## config.mk

```make
export PLATFORM = sky130hd
export DESIGN_NAME = pattern_gen
export DESIGN_NICKNAME = d
export VERILOG_FILES = /design/src/rtl/pattern_pkg.sv /design/src/rtl/pattern_target.sv /design/src/rtl/pattern_gen.sv
export SDC_FILE = /design/constraint.sdc
export NUM_CORES = 1
export LEC_CHECK = 0
export ABC_AREA = 0
export CAP_MARGIN = 20
export CORE_AREA = 2 2 132 134
export CTS_BUF_LIST = sky130_fd_sc_hd__clkbuf_2 sky130_fd_sc_hd__clkbuf_4 sky130_fd_sc_hd__clkbuf_8
export DETAILED_ROUTE_END_ITERATION = 8
export DIE_AREA = 0 0 134 136
export GPL_TIMING_DRIVEN = 0
export PLACE_DENSITY = 0.67
export SKIP_CTS_REPAIR_TIMING = 1
export SLEW_MARGIN = 20
export SYNTH_ARGS = -nofsm -noshare
export SYNTH_HDL_FRONTEND = slang
export SYNTH_SLANG_ARGS = --single-unit
```

## constraint.sdc

```tcl
create_clock -name clk -period 2.8 [get_ports clk]
set_clock_uncertainty 0.1 [all_clocks]
set_input_delay 0.7 -clock clk [delete_from_list [all_inputs] [get_ports clk]]
set_output_delay 0.7 -clock clk [all_outputs]
set_load 0.05 [all_outputs]
```

## src/rtl/pattern_pkg.sv

```systemverilog
// Shared types and fixed-point helpers for the pattern generator.
package pattern_pkg;

  localparam int P_BITS     = 16;
  localparam int P_FRAC_DEF = 8;

  typedef logic [P_BITS-1:0] word_t;

  typedef enum logic {
    TGT_PARITY   = 1'b0,
    TGT_MAJORITY = 1'b1
  } tgt_mode_e;

  // Fixed-point 1.0 for a given number of fractional bits.
  function automatic int unsigned fx_one(input int unsigned frac);
    return 32'd1 << frac;
  endfunction

endpackage

```

## src/rtl/pattern_target.sv

```systemverilog
// Combinational pattern decode: index bits -> fixed-point x vector, plus target y.
module pattern_target
  import pattern_pkg::*;
#(
  parameter int NX   = 4,
  parameter int BITS = 16,
  parameter int FRAC = P_FRAC_DEF
) (
  input  logic [NX-1:0]           idx,
  input  tgt_mode_e               mode,
  output logic [NX-1:0][BITS-1:0] x,
  output logic [BITS-1:0]         y
);

  localparam logic [BITS-1:0] ONE = BITS'(fx_one(FRAC));

  logic hi;

  for (genvar k = 0; k < NX; k++) begin : g_lane
    assign x[k] = idx[k] ? ONE : '0;
  end

  always_comb begin
    hi = ^idx;
    if (mode == TGT_MAJORITY) hi = ($countones(idx) > (NX / 2));
    y = hi ? ONE : '0;
  end

endmodule

```

## src/rtl/pattern_gen.sv

```systemverilog
// Training/validation pattern source with TRAIN/VALID/EPOCH counters and learning rate.
// LR_DECAY_EN: halve lr on every epoch, floored at one LSB.
module pattern_gen
  import pattern_pkg::*;
#(
  parameter int              NX      = 4,
  parameter int              NH      = 6,
  parameter int              BITS    = 16,
  parameter int              FRAC    = P_FRAC_DEF,
  parameter logic [BITS-1:0] LR_INIT = 16'h0020
) (
  input  logic                    clk,
  input  logic                    rst,
  input  logic                    TR,
  input  logic                    VL,
  input  logic                    SW,
  input  logic [NX:0][BITS-1:0]   W1,
  input  logic [NH:0][BITS-1:0]   W2,
  output logic [BITS-1:0]         lr,
  output logic [NX-1:0][BITS-1:0] x,
  output logic [BITS-1:0]         y,
  output logic [BITS-1:0]         TRAIN,
  output logic [BITS-1:0]         VALID,
  output logic [BITS-1:0]         EPOCH
);

  logic                    tr_q, vl_q;
  logic                    tr_ev, vl_ev, ld, epoch_inc;
  logic [NX-1:0]           tidx_q, tidx_d, vidx_q, vidx_d, ld_idx;
  logic [NX-1:0][BITS-1:0] x_q, x_d, pat_x;
  logic [BITS-1:0]         y_q, y_d, pat_y;
  logic [BITS-1:0]         train_q, train_d, valid_q, valid_d, epoch_q, epoch_d;
  logic [BITS-1:0]         lr_q, lr_d;
  logic                    unused_w;

  // Weight ports are reserved for a later revision.
  assign unused_w = ^{W1, W2};

  // Training wins a tie; the simultaneous validation event is simply lost.
  assign tr_ev  = TR & ~tr_q;
  assign vl_ev  = VL & ~vl_q & ~tr_ev;
  assign ld     = tr_ev | vl_ev;
  assign ld_idx = tr_ev ? tidx_q : vidx_q;

  pattern_target #(.NX(NX), .BITS(BITS), .FRAC(FRAC)) u_target (
    .idx  (ld_idx),
    .mode (tgt_mode_e'(SW)),
    .x    (pat_x),
    .y    (pat_y)
  );

  always_comb begin
    tidx_d    = tidx_q;
    vidx_d    = vidx_q;
    train_d   = train_q;
    valid_d   = valid_q;
    epoch_d   = epoch_q;
    lr_d      = lr_q;
    x_d       = x_q;
    y_d       = y_q;
    epoch_inc = 1'b0;
    if (ld) begin
      x_d = pat_x;
      y_d = pat_y;
    end
    if (tr_ev) begin
      tidx_d    = tidx_q + NX'(1);
      train_d   = train_q + BITS'(1);
      epoch_inc = (tidx_q == '1);
    end
    if (vl_ev) begin
      vidx_d  = vidx_q + NX'(1);
      valid_d = valid_q + BITS'(1);
    end
    if (epoch_inc) begin
      epoch_d = epoch_q + BITS'(1);
`ifdef LR_DECAY_EN
      lr_d = ((lr_q >> 1) == '0) ? BITS'(1) : (lr_q >> 1);
`endif
    end
  end

  always_ff @(posedge clk or posedge rst) begin
    if (rst) begin
      tr_q    <= 1'b0;
      vl_q    <= 1'b0;
      tidx_q  <= '0;
      vidx_q  <= '0;
      x_q     <= '0;
      y_q     <= '0;
      train_q <= '0;
      valid_q <= '0;
      epoch_q <= '0;
      lr_q    <= LR_INIT;
    end else begin
      tr_q    <= TR;
      vl_q    <= VL;
      tidx_q  <= tidx_d;
      vidx_q  <= vidx_d;
      x_q     <= x_d;
      y_q     <= y_d;
      train_q <= train_d;
      valid_q <= valid_d;
      epoch_q <= epoch_d;
      lr_q    <= lr_d;
    end
  end

  assign lr    = lr_q;
  assign x     = x_q;
  assign y     = y_q;
  assign TRAIN = train_q;
  assign VALID = valid_q;
  assign EPOCH = epoch_q;

endmodule

```

# After elaboration in Yosys (flattened, before gate mapping)
# Index checks and enable logic that the tools add are counted.
# totals
register_bits	138
latch_bits	0
ramBits	0
mem_bits_ro	0
inputBits	197
memories	0
# op_classes
addsub	8
multipliers	0
n_div	0
order_cmp	1
eq_ne	1
shifts	0
n_mux	8
n_bitwise	7
reduce_logical	1
# op_table
op	n
16-bit by 1-bit adder with 16-bit output, second input constant	3
9-bit 2-to-1 mux	5
32-bit adder	1
32-bit by 3-bit > comparator with 1-bit output, second input constant	1
4-bit by 1-bit adder with 4-bit output, second input constant	2
1-bit by 1-bit adder with 2-bit output	2
4-bit == test, second input constant	1
4-bit 2-to-1 mux	1
4-bit XOR reduction	1
1-bit AND	3
1-bit NOT	3
1-bit 2-to-1 mux	2
1-bit bitwise OR	1

# Depth between registers and ports, before layout
# depth
ltp_word	8
mapped_depth	11
mapped_depth_nobuf	10

# By module
# Synthesis repeated with hierarchy kept, for this count alone.
# unflattened
cells_unflattened	509
hier_area_um2	6826.5
# modules_own_cells
module	n_inst	cells_per_inst	area_per_inst_um2	seq_area_each_um2
pattern_gen	1	413	6080.8	3453.3
pattern_target	1	96	745.7	0.0

# Worst setup path after synthesis
# Ideal clock, no wire load.
# synth_path
path_type	input to register
from	input TR
to	register y_q[8] (netlist: y[8])
setup_ns	0.083
t_arrival_ns	2.482
required_ns	2.617
setup_slack_ns	0.135
path_stages	11
n_path_buf	1
path_cell_list	nor2b_1 -> clkbuf_1 -> nand2_1 -> nand2_1 -> ha_1 -> ha_1 -> inv_1 -> fa_1 -> nand2_1 -> a21oi_1 -> o21ai_0
# synth_via
elab_chain_cells	7
word_cells_on_any_way	12
classes_between	add/sub (3); order compare (1); mux (3); bitwise (4); reduce/logical (1)
# synth_lines
element	line_no	rtl
start, declared	pattern_gen.sv:14	input logic TR,
1-bit AND (*)	pattern_gen.sv:40	assign tr_ev = TR & ~tr_q;
4-bit 2-to-1 mux (*)	pattern_gen.sv:43	assign ld_idx = tr_ev ? tidx_q : vidx_q;
net ld_idx[0]	pattern_gen.sv:29	logic [NX-1:0] tidx_q, tidx_d, vidx_q, vidx_d, ld_idx;
1-bit by 1-bit adder with 2-bit output (implied by the code)	pattern_target.sv:25	if (mode == TGT_MAJORITY) hi = ($countones(idx) > (NX / 2));
32-bit adder (implied by the code)	pattern_target.sv:25	
32-bit by 3-bit > comparator with 1-bit output	pattern_target.sv:25	
1-bit 2-to-1 mux (*)	pattern_target.sv:25	
9-bit 2-to-1 mux (*)	pattern_target.sv:26	y = hi ? ONE : '0;
end signal, assigned	pattern_gen.sv:101	y_q <= y_d;
end, declared	pattern_gen.sv:31	logic [BITS-1:0] y_q, y_d, pat_y;
# The timed path passes the listed nets; every way through them passes the cells marked *.
# A chain may end at the register's enable or synchronous reset.

# Final worst setup path
# layout_path
from	register valid_q[3] (netlist: VALID[3])
to	output VALID[3]
# layout_lines
element	line_no	rtl
start, declared	pattern_gen.sv:32	logic [BITS-1:0] train_q, train_d, valid_q, valid_d, epoch_q, epoch_d;
start signal, assigned	pattern_gen.sv:103	valid_q <= valid_d;
end, declared	pattern_gen.sv:23	output logic [BITS-1:0] VALID,
# No word-level cell between the ends.

==> results.sh <==
export IMPL_dr_max_layer_used="met4"
export IMPL_transition_time_of_the_tightest_slew_check_pin_ns=0.778
export IMPL_floorplan_die_height_um=136
export IMPL_setup_repair_after_global_routing_missed_its_margin="no"
export IMPL_hold_viol_final=0
export IMPL_design_area_mm2=0.00504
export IMPL_status="completed"
export IMPL_path_clk_slew_ns=0.08
export IMPL_drt_wirelength_per_cell_um=9.88
export IMPL_ir_drop_mv=0.563
export IMPL_final_nets=725
export IMPL_residual_antenna_violating_net_count_after_detailed_routing=0
export IMPL_async_flop_share_pct=100
export IMPL_timing_final_max_slew_violations=0
export IMPL_fin_hold_ws_ns=0.366
export IMPL_hold_path_startpoint="VALID[15]"
export IMPL_capturing_element_type_of_the_critical_path="output port"
export IMPL_post_synth_top_flop="dfrtp_1"
export IMPL_antenna_cells_inserted=0
export IMPL_synth_cell_area_mm2=0.00358
export IMPL_drt_initial_violations=43
export IMPL_setup_violations_final=0
export IMPL_synth_distinct_cells=30
export IMPL_detail_route_wirelength_met1_um=3180
export IMPL_terminus_of_the_critical_flop_to_flop_path="y[8]"
export IMPL_route_detailed_drc=0
export IMPL_final_period_utilization_pct=89.5
export IMPL_numPlacedInstances=730
export IMPL_synthToLayoutAreaGrowth_pct=40.9
export IMPL_synth_avg_cell_area_um2=10.0
export IMPL_total_global_routing_overflow=0
export IMPL_static_leak_uw=0.00252
export IMPL_synthCells=358
export IMPL_ys_seq_elements=63
export IMPL_cts_inserted_buffers=9
export IMPL_layout_common_cells="96 x buf_4, 91 x conb_1, 63 x dfrtp_1"
export IMPL_num_io_pins=341
export IMPL_worstSkewPairLatency_ns=0.36
export IMPL_clock_tree_htree_level_count=3
export IMPL_synth_edf_count=0
export IMPL_grt_start_max_net_pins=46
export IMPL_fp_row_count=48
export IMPL_power_density_mw_per_mm2=711
export IMPL_whs_endpoint="VALID[15]"
export IMPL_timing_final_crit_period_ns=2.51
export IMPL_clkSinkCount=63
export IMPL_synth_sequential_area_ratio_pct=44.1
export IMPL_gr_usage_all_layers_pct=8.24
export IMPL_clock_tree_from_tritoncts="yes"
export IMPL_met2_length_um=3670
export IMPL_die_area_mm2=0.0182
export IMPL_timing_reg2reg_setup_slack_ns=0.50
export IMPL_cp_cell_sequence="clkdlybuf4s50_1"
export IMPL_fin_util_pct=29.9
export IMPL_gpl_final_weighted_congestion=0.739
export IMPL_req_time_crit_path_ns=2.00
export IMPL_min_delay_path_depth=1
export IMPL_worst_reg2reg_path_startpoint="tr_q"
export IMPL_antenna_found_initial=0
export IMPL_critical_path_max_stage_delay_ns=0.87
export IMPL_slew_limit_headroom_pct=47.7
export IMPL_post_layout_nonfiller_instances=749
export IMPL_routed_via_count=2563
export IMPL_floorplan_die_width_um=134
export IMPL_final_layout_size_suffix_gt1_share_pct=23.7
export IMPL_met3_wirelength_um=437
export IMPL_routed_wirelength_um=7400
export IMPL_vias_per_cell=3.42
export IMPL_vias_in_the_first_global_route=2246
export IMPL_detailed_place_hpwl_um=5640
export IMPL_cp_data_arrival_time_ns=1.71
export IMPL_detailedRoute_firstPassIterationCount=4
export IMPL_clock_tree_buffer_depth=2
export IMPL_cpMaxStageDelayCell="clkdlybuf4s50_1"
export IMPL_synth_warning_count=0
export IMPL_post_dp_cell_area_mm2=0.00479
export IMPL_hp_class="reg -> reg"
export IMPL_maximum_fanout_along_the_worst_path=7
export IMPL_max_cap_violations=0
export IMPL_rr_worst_depth=11
export IMPL_cts_root_buf="clkbuf_8"
export IMPL_port_buffer_count=57
export IMPL_start_util_pct=21.2
export IMPL_critPathLaunchType="register"
export IMPL_timing_fmax_ghz=0.399
export IMPL_grt_first_pass_wirelength_um=11600
export IMPL_critical_path_top_delay_family="buffers and inverters"
export IMPL_final_common_cell="buf_4"
export IMPL_setup_worst_path_class="reg -> out"
export IMPL_number_of_buffer_and_inverter_instances_along_the_worst_setup_path=1
export IMPL_placeableCoreArea_mm2=0.0169
-- synthesized netlist by cell type (all sizes together) (8+ instances only) --
library cell  number  area, µm²
nand3             17       85.1
nor2               9       33.8
dfrtp             63       1580
nor3              16       90.1
ha                 8        100
buf               93        696
xnor2             28        245
nand4             13       81.3
nand2             39        146
inv               11       41.3
xor2              23        201
-- state kept, by name, summed over array words and instances, names as in the netlist --
name    count
vidx_q      4
VALID      16
tr_q        1
y           1
tidx_q      4
EPOCH      16
x           4
TRAIN      16
vl_q        1
-- logic make-up after synthesis --
family | after synthesis | synth area share [%]
other | 2 | 0.210
adder cells (fa/ha/maj) | 9 | 3.36
buffers and inverters | 109 | 21.1
AND/OR/NAND/NOR | 111 | 15.9
flip-flops | 63 | 44.1
multiplexers | 7 | 2.06
XOR/XNOR | 51 | 12.5
AO/OA/AOI/OAI | 6 | 0.839
-- worst register-to-register path: cells and delay by family, from the launching register on --
family / cells / cell delay (ns)
AO/OA/AOI/OAI: 2 / 0.21
adder cells (fa/ha/maj): 3 / 0.89
buffers and inverters: 2 / 0.23
flip-flops: 1 / 0.42
AND/OR/NAND/NOR: 4 / 0.35
-- final cells by class --
| class | count | area [µm²] |
|---|---|---|
| Buffer | 98 | 726 |
| Clock buffer | 9 | 124 |
| Clock inverter | 7 | 81.3 |
| Fill cell | 1750 | 11800 |
| Inverter | 11 | 43.8 |
| Multi-Input combinational cell | 275 | 1590 |
| Sequential cell | 63 | 1580 |
| Tap cell | 225 | 282 |
| Timing Repair Buffer | 61 | 623 |
-- layer usage --
layer / global-route usage, % / up-vias
met4: 3.19 / 0
li1: - / 1311
met3: 3.13 / 15
met1: 9.86 / 1162
met2: 13.4 / 75
met5: 0 / -
-- worst max path at each step --
| stage | startpoint | endpoint | depth (start not counted) |
|---|---|---|---|
| 5_1_grt | VALID[3] | VALID[3] | 1 |
| 3_3_place_gp | rst | TRAIN[7] | 2 |
| 3_5_place_dp | TR | y[8] | 12 |
| 2_1_floorplan | TR | y[8] | 11 |
| 6_report | VALID[3] | VALID[3] | 1 |
| 4_1_cts | TR | y[8] | 12 |
-- through the flow --
step                      total power [µW]  setup WS [ns]  TNS (ns)
after detailed placement              2770         -0.701     -1.57
after CTS                             3640         -0.319    -0.319
after global placement                2750         -0.865    -54.95
after global routing                  3810          0.230         0
after floorplan                       2390          0.135         0
final                                 3590          0.295         0
-- power breakdown --
group,internal [µW],total (µW),leakage (µW),switching (µW)
sequential,1080,1310,0.000807,230
clock,421,829,0.0000940,409
combinational,490,1440,0.00162,952
Note: power is estimated with default switching activity, not from simulation.
